==> src/rtl/turbosound_multi_pkg.sv <==
// Shared constants and helpers for the TurboSound multi-PSG block:
// latch decode values, pan field encodings and a ceil-log2 helper.
package turbosound_multi_pkg;

  // Latching SEL_BASE-k selects chip k; CTL_ADDR opens the pan register.
  localparam logic [7:0] SEL_BASE = 8'hFF;
  localparam logic [7:0] CTL_ADDR = 8'hF8;

  typedef enum logic [1:0] {
    PAN_MUTE  = 2'b00,
    PAN_LEFT  = 2'b01,
    PAN_RIGHT = 2'b10,
    PAN_BOTH  = 2'b11
  } pan_e;

  function automatic int clog2(input int n);
    int r;
    r = 0;
    for (int i = 0; i < 31; i++) begin
      if ((1 << i) < n) r = i + 1;
    end
    return r;
  endfunction

endpackage

==> src/rtl/turbosound_multi_mixer.sv <==
// Time-multiplexed stereo mixer: one chip per clk7, pan-routed into
// left/right accumulators; sample_stb marks each finished sweep.
module ts_mixer
  import turbosound_multi_pkg::*;
#(
  parameter int NUM_CHIPS = 2,
  parameter int AW        = 9
) (
  input  logic                   clk7,
  input  logic                   reset,
  input  logic [NUM_CHIPS*8-1:0] audio_in,
  input  logic [7:0]             pan,
  output logic [AW-1:0]          audio_l,
  output logic [AW-1:0]          audio_r,
  output logic                   sample_stb
);

  localparam logic [1:0] LAST = 2'(NUM_CHIPS - 1);

  logic [1:0]    idx_q, idx_d;
  logic [AW-1:0] acc_l_q, acc_l_d;
  logic [AW-1:0] acc_r_q, acc_r_d;
  logic [AW-1:0] audio_l_q, audio_l_d;
  logic [AW-1:0] audio_r_q, audio_r_d;
  logic          stb_q, stb_d;

  always_comb begin
    logic [7:0]    cur;
    pan_e          fld;
    logic [AW-1:0] sum_l;
    logic [AW-1:0] sum_r;
    cur = 8'h00;
    for (int k = 0; k < NUM_CHIPS; k++) begin
      if (idx_q == 2'(k)) cur = audio_in[k*8 +: 8];
    end
    fld   = pan_e'(pan[{idx_q, 1'b0} +: 2]);
    sum_l = acc_l_q;
    sum_r = acc_r_q;
    if (fld == PAN_LEFT || fld == PAN_BOTH)
      sum_l = acc_l_q + AW'(cur);
    if (fld == PAN_RIGHT || fld == PAN_BOTH)
      sum_r = acc_r_q + AW'(cur);
    audio_l_d = audio_l_q;
    audio_r_d = audio_r_q;
    if (idx_q == LAST) begin
      idx_d     = 2'd0;
      acc_l_d   = '0;
      acc_r_d   = '0;
      audio_l_d = sum_l;
      audio_r_d = sum_r;
      stb_d     = 1'b1;
    end else begin
      idx_d   = idx_q + 2'd1;
      acc_l_d = sum_l;
      acc_r_d = sum_r;
      stb_d   = 1'b0;
    end
  end

  always_ff @(posedge clk7 or posedge reset) begin
    if (reset) begin
      idx_q     <= '0;
      acc_l_q   <= '0;
      acc_r_q   <= '0;
      audio_l_q <= '0;
      audio_r_q <= '0;
      stb_q     <= 1'b0;
    end else begin
      idx_q     <= idx_d;
      acc_l_q   <= acc_l_d;
      acc_r_q   <= acc_r_d;
      audio_l_q <= audio_l_d;
      audio_r_q <= audio_r_d;
      stb_q     <= stb_d;
    end
  end

  assign audio_l    = audio_l_q;
  assign audio_r    = audio_r_q;
  assign sample_stb = stb_q;

endmodule

==> src/rtl/turbosound_multi_ym2149.sv <==
// Compact YM2149 PSG: 16-register file, address latch, three tone
// channels and a saturating level mix. Bus: BDIR/BC1/BC2 plus A8 chip
// select; ENA clocks the tone counters; RESET_L active low.
module ym2149 (
  input  logic       CLK,
  input  logic       ENA,
  input  logic       RESET_L,
  input  logic       I_A8,
  input  logic       I_BDIR,
  input  logic       I_BC1,
  input  logic       I_BC2,
  input  logic [7:0] I_DA,
  output logic [7:0] O_DA,
  output logic       O_DA_OE_L,
  output logic [7:0] O_AUDIO
);

  logic [7:0]  regs_q [16];
  logic [7:0]  regs_d [16];
  logic [3:0]  addr_q, addr_d;
  logic [11:0] cnt_q [3];
  logic [11:0] cnt_d [3];
  logic [2:0]  tone_q, tone_d;
  logic        act, lat, wr, rd;

  assign act = I_A8 & I_BC2;
  assign lat = act & I_BDIR & I_BC1;
  assign wr  = act & I_BDIR & ~I_BC1;
  assign rd  = act & ~I_BDIR & I_BC1;

  always_comb begin
    logic [11:0] per;
    logic [11:0] per_m1;
    addr_d = addr_q;
    regs_d = regs_q;
    tone_d = tone_q;
    cnt_d  = cnt_q;
    // Addresses with a non-zero high nibble belong to other devices.
    if (lat && I_DA[7:4] == 4'h0) addr_d = I_DA[3:0];
    if (wr) regs_d[addr_q] = I_DA;
    for (int c = 0; c < 3; c++) begin
      per    = {regs_q[2*c+1][3:0], regs_q[2*c]};
      per_m1 = (per == 12'd0) ? 12'd0 : per - 12'd1;
      if (ENA) begin
        if (cnt_q[c] >= per_m1) begin
          cnt_d[c]  = 12'd0;
          tone_d[c] = ~tone_q[c];
        end else begin
          cnt_d[c] = cnt_q[c] + 12'd1;
        end
      end
    end
  end

  always_ff @(posedge CLK or negedge RESET_L) begin
    if (!RESET_L) begin
      addr_q <= '0;
      tone_q <= '0;
      regs_q <= '{default: '0};
      cnt_q  <= '{default: '0};
    end else begin
      addr_q <= addr_d;
      tone_q <= tone_d;
      regs_q <= regs_d;
      cnt_q  <= cnt_d;
    end
  end

  always_comb begin
    logic [9:0] mix;
    mix = '0;
    // A channel whose tone is disabled in R7 sits at its level.
    for (int c = 0; c < 3; c++) begin
      if (tone_q[c] | regs_q[7][c])
        mix = mix + {2'b00, regs_q[8+c][3:0], 4'h0};
    end
    O_AUDIO   = (mix[9:8] != 2'b00) ? 8'hFF : mix[7:0];
    O_DA      = regs_q[addr_q];
    O_DA_OE_L = ~rd;
  end

endmodule

==> src/rtl/turbosound_multi.sv <==
// TurboSound: NUM_CHIPS YM2149s on one PSG bus with chip select, a pan
// register and a stereo mixer. Ports: clk7/reset, clken, bdir/bc1/din
// bus in, dout/oe_n read out, audio_l/audio_r with sample_stb.
module turbosound_multi
  import turbosound_multi_pkg::*;
#(
  parameter  int NUM_CHIPS = 2,
  localparam int AW        = 8 + clog2(NUM_CHIPS)
) (
  input  logic          clk7,
  input  logic          reset,
  input  logic          clken,
  input  logic          bdir,
  input  logic          bc1,
  input  logic [7:0]    din,
  output logic [7:0]    dout,
  output logic          oe_n,
  output logic [AW-1:0] audio_l,
  output logic [AW-1:0] audio_r,
  output logic          sample_stb
);

  logic [1:0]           sel_q, sel_d;
  logic                 ctl_q, ctl_d;
  logic [7:0]           pan_q, pan_d;
  logic                 lat, wr, rd;
  logic                 in_sel, is_ctl, is_addr, sel_ok;
  logic [7:0]           sel_off;
  logic                 hide, chip_bdir, chip_bc1;
  logic [NUM_CHIPS-1:0] a8;
  logic [NUM_CHIPS-1:0] chip_oe_n;
  logic [7:0]           chip_do [NUM_CHIPS];
  logic [NUM_CHIPS*8-1:0] chip_audio;

  assign lat = bdir & bc1;
  assign wr  = bdir & ~bc1;
  assign rd  = ~bdir & bc1;

  assign in_sel  = din[7:2] == SEL_BASE[7:2];
  assign is_ctl  = din == CTL_ADDR;
  assign is_addr = ~in_sel & ~is_ctl;
  assign sel_off = SEL_BASE - din;
  assign sel_ok  = int'(sel_off[1:0]) < NUM_CHIPS;

  always_comb begin
    sel_d = sel_q;
    ctl_d = ctl_q;
    pan_d = pan_q;
    if (lat) begin
      unique case (1'b1)
        in_sel: begin
          if (sel_ok) begin
            sel_d = sel_off[1:0];
            ctl_d = 1'b0;
          end
        end
        is_ctl:  ctl_d = 1'b1;
        is_addr: ctl_d = 1'b0;
      endcase
    end
    if (wr && ctl_q) pan_d = din;
  end

  always_ff @(posedge clk7 or posedge reset) begin
    if (reset) begin
      sel_q <= '0;
      ctl_q <= 1'b0;
      pan_q <= 8'hFF;
    end else begin
      sel_q <= sel_d;
      ctl_q <= ctl_d;
      pan_q <= pan_d;
    end
  end

  // Select/control latches are ours alone; the chips see an idle bus.
  assign hide      = lat & ~is_addr;
  assign chip_bdir = bdir & ~hide;
  assign chip_bc1  = bc1 & ~hide;

  // An address latch also ends control mode, so it must reach the
  // selected chip even though ctl_q only drops on the following edge.
  always_comb begin
    a8 = '0;
    for (int k = 0; k < NUM_CHIPS; k++) begin
      if (sel_q == 2'(k)) a8[k] = ~ctl_q | (lat & is_addr);
    end
  end

  for (genvar k = 0; k < NUM_CHIPS; k++) begin : g_chip
    ym2149 u_ay (
      .CLK       (clk7),
      .ENA       (clken),
      .RESET_L   (~reset),
      .I_A8      (a8[k]),
      .I_BDIR    (chip_bdir),
      .I_BC1     (chip_bc1),
      .I_BC2     (1'b1),
      .I_DA      (din),
      .O_DA      (chip_do[k]),
      .O_DA_OE_L (chip_oe_n[k]),
      .O_AUDIO   (chip_audio[k*8 +: 8])
    );
  end

  always_comb begin
    dout = 8'h00;
    oe_n = 1'b1;
    if (rd) begin
      if (ctl_q) begin
        dout = pan_q;
        oe_n = 1'b0;
      end else begin
        for (int k = 0; k < NUM_CHIPS; k++) begin
          if (sel_q == 2'(k)) begin
            dout = chip_do[k];
            oe_n = chip_oe_n[k];
          end
        end
      end
    end
  end

  ts_mixer #(
    .NUM_CHIPS (NUM_CHIPS),
    .AW        (AW)
  ) u_mix (
    .clk7       (clk7),
    .reset      (reset),
    .audio_in   (chip_audio),
    .pan        (pan_q),
    .audio_l    (audio_l),
    .audio_r    (audio_r),
    .sample_stb (sample_stb)
  );

endmodule

==> config.mk <==
export PLATFORM = sky130hd
export DESIGN_NAME = turbosound_multi
export DESIGN_NICKNAME = d
export VERILOG_FILES = /design/src/rtl/turbosound_multi_pkg.sv /design/src/rtl/turbosound_multi_mixer.sv /design/src/rtl/turbosound_multi_ym2149.sv /design/src/rtl/turbosound_multi.sv
export SDC_FILE = /design/constraint.sdc
export NUM_CORES = 1
export LEC_CHECK = 0
export ABC_AREA = 0
export BUFFER_PORTS_ARGS = -buffer_cell sky130_fd_sc_hd__clkbuf_2
export CAP_MARGIN = 5
export CORE_ASPECT_RATIO = 1.5
export CORE_MARGIN = 4
export CORE_UTILIZATION = 55
export DETAILED_ROUTE_END_ITERATION = 7
export PLACE_DENSITY = 0.74
export SETUP_SLACK_MARGIN = 0.3
export SYNTH_ARGS = -nofsm -noshare
export SYNTH_HDL_FRONTEND = slang
export SYNTH_SLANG_ARGS = --single-unit
==> constraint.sdc <==
create_clock -name clk7 -period 13.8 [get_ports clk7]
set_input_delay 2.76 -clock clk7 [delete_from_list [all_inputs] [get_ports clk7]]
set_output_delay 2.76 -clock clk7 [all_outputs]
set_load 0.01 [all_outputs]
======== Yosys cells after proc, flatten, opt, wreduce, memory -nomap -nowiden ========
Cells that the tools add are included.
storage, ports and cells
  flip-flop bits (word level) ............. 392
  input bits .............................. 13
  output and inout bits ................... 28
  logic and storage cells ................. 217
cells by class
  $add $sub $neg .......................... 20
  $lt $le $gt $ge ......................... 11
  equality and inequality tests ........... 8
  shifts and indexed selects .............. 1
  mux-type cells .......................... 52
  bitwise operators ....................... 44
  reduce and logical (&&, ||, !) cells .... 26
operators with widths
  operator                 number
  $bwmux W128              2
  $mux W12                 12
  $mux W8                  16
  $add A12 B1 Y12 const B  6
  $ge A12 B12 Y1           6
  $logic_not A12 Y1        6
  $sub A12 B1 Y12 const B  6
  $bmux W8 S4              2
  $demux W8 S4             2
  $mux W10                 4
  $mux W9                  4
  $add A10 B8 Y10          2
  $add A8 B8 Y9            2
  $add A9 B8 Y9            2
  $and A1 B1 Y1            18
  $not A1 Y1               17
  $reduce_and A2 Y1        7
  $ge A5 B5 Y1 const B     2
  $lt A5 B1 Y1 const B     2
  $not A4 Y5               2
  $eq A8 B8 Y1 const B     1
  $mux W1                  8
  $shiftx A8 B4 Y2         1
  $or A1 B1 Y1             7
  15 further kinds         25

======== Depth between registers and ports, before layout ========
Gate-level depths: netlist of the first run.
  word-level depth ........................ 15
  mapped depth ............................ 24

======== Cells and area by module ========
Synthesis of the first run repeated with hierarchy kept, for this count alone.
unflattened totals
  cells, all modules ...................... 1975
  area, all modules ....................... 22826.9 µm²
modules (own cells, without submodules)
  module                   times used  cells each  area each (µm²)  seq. area each (µm²)
  ym2149 (g_chip[1].u_ay)  1           826         9846.9           4279.1
  ym2149 (g_chip[0].u_ay)  1           830         9834.4           4279.1
  ts_mixer                 1           242         2338.5           975.9
  turbosound_multi         1           77          807.0            285.3

======== Least setup slack after synthesis of the first run ========
Ideal clock, no wire load.
  path type ............................... input port to output port
  from .................................... in bc1
  to ...................................... out dout[7]
  arrival ................................. 3641 ps
  data required time ...................... 11040 ps
  setup slack ............................. 7399 ps
  cell stages on the path ................. 3
  buffers on the path ..................... 0
  cell sequence ........................... nor2b_1 > o21ai_0 > nor3_1
between the ends
  word-level cells in the longest chain between the ends .. 2
RTL lines
  item           line                     source
  from (decl)    turbosound_multi.sv:14   input logic bc1,
  $and A1 B1 Y1  turbosound_multi.sv:37   assign rd = ~bdir & bc1;
  $mux W8        turbosound_multi.sv:109  if (rd) begin
  to (decl)      turbosound_multi.sv:16   output logic [7:0] dout,
No other way between the ends.

======== Worst setup path after layout of the first run ========
  from .................................... in bc1
  to ...................................... out dout[6]
Same word-level chain as after synthesis.

==> results.ini, run 1 <==
[sta]
slew_violations = 0
relSlewSlack_pct = 23.6
rsz0062_at_grt = false
fin_tns_setup_ns = 0
worst_hold_slack_ns = 0.480
min_period_ns = 7.14
layout_setup_ws_ns = 6.66
tightest_slew_ns = 1.15
fin_crit_sh_pct = 51.8
fmax_mhz = 140
setup_viol = 0
hold_violations = 0
worst_clock_skew_ns = 0.0256

[route]
drtIter0Drc = 976
wirelength_microns = 52600
wl_per_cell_microns = 20.6
vias_per_cell = 6.18
vias = 15771
dr.pass1.iters = 5
drc = 0
postRouteAntennaNets = 0

[clock_network]
cts_made_buffers = 40
ctsHtreeMaxLevel = 2
ctsResizeCount = 0
clockBufferDepth = 3
clk_pin_slew_ns = 0.06
cts_root_buffer = clkbuf_16
cts.sinks = 392
postCtsSetupRepairBufs = 0
cts_tree = yes
worstSkewPairLatency_ns = 0.55
cts_hold_buf = 0

[grt]
grt.overflow.total = 0
track_usage_pct = 23.8
grt_max_degree = 178
antenna_found_initial = 0
grt_first_pass_wirelength_microns = 86700
grt_pass1_vias = 16304

[place]
routabilityCongestion = 0.862
io_buffers = 40
dp_hpwl_microns = 36600
dpl-instance-area_sq_um = 23000
pre_cts_slack_ns = 6.78

[power]
power.total_w = 0.00271
vdd.ir_drop.worst_mv = 0.0922
p_leak_nw = 11.6
power_density_nw_per_um2 = 111

[final_layout]
antennaDiodeCount = 0
final_nets = 2157
drive_gt1_share_pct = 24.3
synthToLayoutAreaGrowth_pct = 8.33
stdcell_area_sq_um = 24400

[synthesis]
syn_nets = 2151
yosysWarnings = 0
yosys_most_used_dff = dfrtp_1
synthCells = 2012
ys_ff_latch = 392
synth-async-reset-ratio_pct = 100
ys_seq_area_share_pct = 43.7
synth-edff-count = 0
syn-cell-area_sq_um = 22500
avgSynthCellArea_sq_um = 11.2
synth_cell_types = 73

[critical_path]
cpMostUsedCell = clkbuf_2
path_class = in -> out
cp_slowest_cell = nor2b_1
critPathTopFamily = simple AND/OR/NAND/NOR gates
slowest_delay_ns = 0.69
cp_num_buf_inv = 2
critPathRequiredTime_ns = 11.04
crit_path_end_kind = primary output
path_cells = clkbuf_2 > nor2b_1 > o21ai_0 > nor2_1 > clkbuf_2
crit_arrival_ns = 4.38
cp_max_fo = 7
cp-start-kind = primary input
r2r_slack_ns = 8.66

[floorplanning]
die_h_microns = 256
rows = 90
core_sq_um = 40300
dieWidth_microns = 173
start_util_pct = 55.8
fp.dieArea_sq_um = 44300
pin_count = 41

[hold_path]
hold_path_class = reg -> reg

[run]
max-cap-violations = 0

[status]
status = finished clean

## where the power goes
part	leakage [nW]	switching (W)	internal, W
Clock	0.650	0.000466	0.000642
Sequential	5.39	0.0000480	0.00118
Combinational	5.59	0.000230	0.000145
Total	11.6	0.000743	0.00197
## synth_stat cells, types with 10 or more instances
cell type / instances / area [sq um]
nor2b_1: 19 / 119
mux2i_1: 47 / 470
nor3_1: 59 / 295
xor2_1: 60 / 526
a21oi_1: 61 / 305
nand2b_1: 20 / 125
nor3b_1: 12 / 90.1
a31oi_1: 12 / 75.1
nor4_1: 10 / 62.6
nand2_1: 175 / 657
o22ai_1: 24 / 150
and2_1: 10 / 62.6
nand3_1: 52 / 260
or3_1: 15 / 93.8
clkbuf_1: 52 / 195
dfrtp_1: 384 / 9610
ha_1: 120 / 1500
xnor2_1: 40 / 350
nor2_1: 153 / 574
inv_1: 55 / 206
buf_2: 27 / 135
and3_1: 20 / 125
nand4_1: 12 / 75.1
a211oi_1: 13 / 97.6
mux2_2: 277 / 3120
a21o_1: 19 / 143
mux4_2: 59 / 1330
o21ai_0: 82 / 410
## flip-flops by register name, indices dropped and copies added, names as in the netlist
| register | cells |
|---|---|
| g_chip.u_ay.regs_q | 256 |
| g_chip.u_ay.cnt_q | 72 |
| u_mix.acc_l_q | 9 |
| u_mix.acc_r_q | 9 |
| u_mix.audio_l | 9 |
| u_mix.audio_r | 9 |
| g_chip.u_ay.addr_q | 8 |
| pan_q | 8 |
| g_chip.u_ay.tone_q | 6 |
| sel_q | 2 |
| u_mix.idx_q | 2 |
| ctl_q | 1 |
| u_mix.sample_stb | 1 |
## stage by stage
stage | instances | utilization, %
after floorplan | 2012 | -
after global placement | 2482 | 57.1
after detailed placement | 2482 | 57.1
after CTS | 2554 | 60.4
after global routing | 2554 | 60.4
final | 2554 | 60.4
## worst reg2reg max path, cell delays in order, from the launching register on
cell	delay (ns)
dfrtp_1	0.44
o21ai_0	0.23
inv_1	0.07
ha_1	0.22
fa_1	0.43
nand2_1	0.06
o21ai_0	0.20
fa_1	0.49
a211oi_1	0.25
nor3_1	0.12
o31ai_1	0.69
nor3_1	0.12
buf_4	0.22
ha_1	0.33
a21oi_1	0.19
a21oi_1	0.12
a211oi_1	0.29
xnor2_1	0.10
mux2i_1	0.29
o21ai_0	0.13
## cell usage in the layout (no fill, tap or decap), types with 40 or more instances in the layout
cell type / synthesis / routed
xnor2_1: 40 / 40
mux2_2: 277 / 277
mux4_2: 59 / 59
xor2_1: 60 / 60
nand3_1: 52 / 52
inv_1: 55 / 54
o21ai_0: 82 / 82
clkbuf_16: 0 / 40
clkbuf_2: 0 / 40
mux2i_1: 47 / 47
dfrtp_1: 384 / 380
nand2_1: 175 / 175
nor3_1: 59 / 59
ha_1: 120 / 120
a21oi_1: 61 / 61
nor2_1: 153 / 153
## cells by family (layout without fill, tap and decap cells)
group                      after synthesis  after routing  share of synthesized area (%)
DFF                                    392            392                           43.7
muxes                                  384            384                           21.9
and+or+nand+nor                        600            600                           13.1
AOI/OAI and AO/OA                      268            268                           7.54
adders and majority gates              126            126                           7.21
xor gates and xnor gates               100            100                           3.89
buffers and inverters                  142            178                           2.64
## metal layers
layer | up-vias | GRT usage, % | wire length, microns | share of wire [%]
li1 | 7268 | - | - | -
met1 | 8071 | 29.9 | 21600 | 41
met2 | 332 | 42.2 | 27100 | 52
met3 | 100 | 3.80 | 2250 | 4.3
met4 | 0 | 7.97 | 1670 | 3.2
met5 | - | 0 | 0 | 0
## path summary, 6_finish.rpt
kind | start | to | cells past startpoint
worst min register to register | g_chip[1].u_ay.tone_q[2]$_DFFE_PP0P_ | g_chip[1].u_ay.tone_q[2]$_DFFE_PP0P_ | 1
min in group asynchronous | reset | g_chip[0].u_ay.cnt_q[15]$_DFFE_PP0P_ | 3
worst max-delay path | bc1 | dout[6] | 5
max in group asynchronous | reset | g_chip[1].u_ay.cnt_q[8]$_DFFE_PP0P_ | 5
worst min-delay path | g_chip[1].u_ay.tone_q[2]$_DFFE_PP0P_ | g_chip[1].u_ay.tone_q[2]$_DFFE_PP0P_ | 1
worst max register to register | g_chip[1].u_ay.tone_q[0]$_DFFE_PP0P_ | u_mix.audio_l[5]$_DFFE_PP0P_ | 19
## layout make-up
cell class | count | area (sq um)
fillers | 3182 | 16000
flip-flops and latches | 392 | 9820
well taps | 506 | 633
clock inverters | 14 | 169
clock buffers | 58 | 1160
repair buffers | 50 | 288
multi-input cells | 1478 | 12100
inverters | 56 | 214
No activity file was read; power rests on OpenSTA's default activity.
==> run 2, diff against run 1 <==
Settings changed: PLACE_DENSITY 0.74 to 0.71.
Clock period 13.8 ns to 7.1 ns, I/O delays scaled along.
==> results.ini, run 2 (synthesized netlist as in run 1, its figures left out) <==
[route]
postRouteAntennaNets = 0  ; unchanged
drtIter0Drc = 977  ; +0.10%
drc = 0  ; unchanged
vias = 15426  ; -2.2%
vias_per_cell = 6.02  ; -2.5%
wirelength_microns = 51900  ; -1.3%
wl_per_cell_microns = 20.3  ; -1.6%
dr.pass1.iters = 5  ; unchanged

[power]
power_density_nw_per_um2 = 218  ; +96%
vdd.ir_drop.worst_mv = 0.288  ; +210%
p_leak_nw = 11.7  ; +0.44%

[clock_network]
cts_hold_buf = 0  ; unchanged
cts.sinks = 392  ; unchanged
cts_root_buffer = clkbuf_16
cts_made_buffers = 41  ; +2.5%
cts_tree = yes
ctsResizeCount = 0  ; unchanged
ctsHtreeMaxLevel = 2  ; unchanged
postCtsSetupRepairBufs = 0  ; unchanged
worstSkewPairLatency_ns = 0.56  ; about the same
clk_pin_slew_ns = 0.06  ; about the same
clockBufferDepth = 3  ; unchanged

[status]
status = finished clean

[critical_path]
path_class = reg -> reg
cp-start-kind = flop
slowest_delay_ns = 0.66  ; -0.03 ns
critPathRequiredTime_ns = 7.52  ; -3.52 ns
critPathTopFamily = adder cells
cpMostUsedCell = o21ai_0
path_cells = o21ai_0 > inv_1 > ha_1 > fa_1 > xor2_1 > nand2_1 > o21ai_0 > ha_1 > nand3_1 > a21boi_0 > nor2_1 > nand4_1 > o31ai_1 > nor3_2 > ha_1 > inv_1 > fa_1 > nor2b_1 > o21ai_0 > a21oi_1 > o211ai_1 > xor2_1 > o21ai_0
crit_arrival_ns = 5.79  ; +1.41 ns
crit_path_end_kind = flop
cp_slowest_cell = nor3_2
cp_max_fo = 10  ; +3
cp_num_buf_inv = 2  ; unchanged

[place]
io_buffers = 40  ; unchanged
dp_hpwl_microns = 36300  ; -0.91%
dpl-instance-area_sq_um = 23100  ; +0.15%
routabilityCongestion = 0.852  ; -1.1%

[grt]
grt_pass1_vias = 16158  ; -0.90%
grt_max_degree = 190  ; +6.7%
track_usage_pct = 23.4  ; -0.45 points
grt.overflow.total = 0  ; unchanged
grt_first_pass_wirelength_microns = 84700  ; -2.2%
antenna_found_initial = 0  ; unchanged

[floorplanning]
start_util_pct = 55.8  ; unchanged
fp.dieArea_sq_um = 44300  ; unchanged
core_sq_um = 40300  ; unchanged
dieWidth_microns = 173  ; unchanged
die_h_microns = 256  ; unchanged
pin_count = 41  ; unchanged
rows = 90  ; unchanged

[sta]
hold_violations = 0  ; unchanged
fin_crit_sh_pct = 75.7
fin_tns_setup_ns = 0  ; unchanged
worst_clock_skew_ns = 0.0201  ; -0.00552 ns
slew_violations = 0  ; unchanged
rsz0062_at_grt = false
min_period_ns = 5.37
tightest_slew_ns = 1.05  ; -0.0925 ns
setup_viol = 0  ; unchanged
fmax_mhz = 186
relSlewSlack_pct = 29.8  ; +6.2 points

[final_layout]
layout_commonest_cell = dfrtp_1
largest_register_ff_count = 256  ; unchanged
reg_top3 = g_chip.u_ay.regs_q: 256 flops, g_chip.u_ay.cnt_q: 72 flops
antennaDiodeCount = 0  ; unchanged
top_register = g_chip.u_ay.regs_q
synthToLayoutAreaGrowth_pct = 8.80
final_nets = 2161  ; +0.19%
stdcell_area_sq_um = 24500  ; +0.43%
drive_gt1_share_pct = 24.5  ; +0.26 points
final_cell_mix = 380 x dfrtp_1, 277 x mux2_2, 175 x nand2_1

[run]
max-cap-violations = 0  ; unchanged

[hold_path]
hold_path_class = reg -> reg

-- run 2: changes by cell type in the layout (fill, tap and decap cells not counted), sizes merged --
| cell | before | now |
|---|---|---|
| clkinv | 9 | 11 |
| bufinv | 3 | 4 |
| inv | 55 | 56 |
| buf | 10 | 13 |
-- run 2: area by class of cell --
class                           count  area (sq um)
Multi-Input combinational cell   1478         12100
Inverter                           56           214
Fill cell                        3239         15800
Clock inverter                     18           233
Tap cell                          506           633
Sequential cell                   392          9820
Timing Repair Buffer               53           323
Clock buffer                       58          1160
-- run 2: power by group --
part / switching, W / internal, W
registers: 0.0000869 / 0.00230
logic: 0.000444 / 0.000282
clock network: 0.000918 / 0.00130
total: 0.00145 / 0.00388
-- run 2: per-layer routing --
layer / vias to the layer above / GRT usage (%) / part of all wire [%]
met4: 0 / 10.6 / 4.5
met2: 262 / 43.7 / 54
met3: 118 / 2.64 / 2.7
met1: 7784 / 26.7 / 39
li1: 7262 / - / -
met5: - / 0 / 0
-- run 2: worst paths after layout --
path                                                      start                                   end  slack (ns)  cells after the start
setup / recovery           g_chip[1].u_ay.tone_q[0]$_DFFE_PP0P_          u_mix.audio_l[8]$_DFFE_PP0P_        1.73                     23
hold / removal             g_chip[0].u_ay.tone_q[1]$_DFFE_PP0P_  g_chip[0].u_ay.tone_q[1]$_DFFE_PP0P_        0.47                      1
setup reg to reg           g_chip[1].u_ay.tone_q[0]$_DFFE_PP0P_          u_mix.audio_l[8]$_DFFE_PP0P_        1.73                     23
hold reg to reg            g_chip[0].u_ay.tone_q[1]$_DFFE_PP0P_  g_chip[0].u_ay.tone_q[1]$_DFFE_PP0P_        0.47                      1
max in group asynchronous                                 reset  g_chip[1].u_ay.addr_q[0]$_DFFE_PP0P_        4.67                      3
min in group asynchronous                                 reset  g_chip[0].u_ay.cnt_q[24]$_DFFE_PP0P_        0.99                      2
-- run 2: stage by stage --
stage | hold slack, ns | worst slack (ns) | power [W] | utilization [%] | instances
after global placement | 0.463 | 1.66 | 0.00313 | 57.2 | 2485
after floorplan | 0.434 | 0.413 | 0.00297 | - | 2012
after detailed placement | 0.469 | 1.45 | 0.00316 | 57.2 | 2485
after global routing | 0.506 | 1.32 | 0.00558 | 60.7 | 2561
final | 0.475 | 1.73 | 0.00533 | 60.7 | 2561
after CTS | 0.483 | 1.36 | 0.00539 | 60.7 | 2561
-- run 2: worst register-to-register path: stages (launching register included) --
cell and delay, ns:
dfrtp_1 0.42, o21ai_0 0.24, inv_1 0.07, ha_1 0.21
fa_1 0.41, xor2_1 0.16, nand2_1 0.06, o21ai_0 0.15
ha_1 0.40, nand3_1 0.11, a21boi_0 0.29, nor2_1 0.07
nand4_1 0.09, o31ai_1 0.19, nor3_2 0.66, ha_1 0.31
inv_1 0.06, fa_1 0.41, nor2b_1 0.13, o21ai_0 0.11
a21oi_1 0.24, o211ai_1 0.16, xor2_1 0.20, o21ai_0 0.09
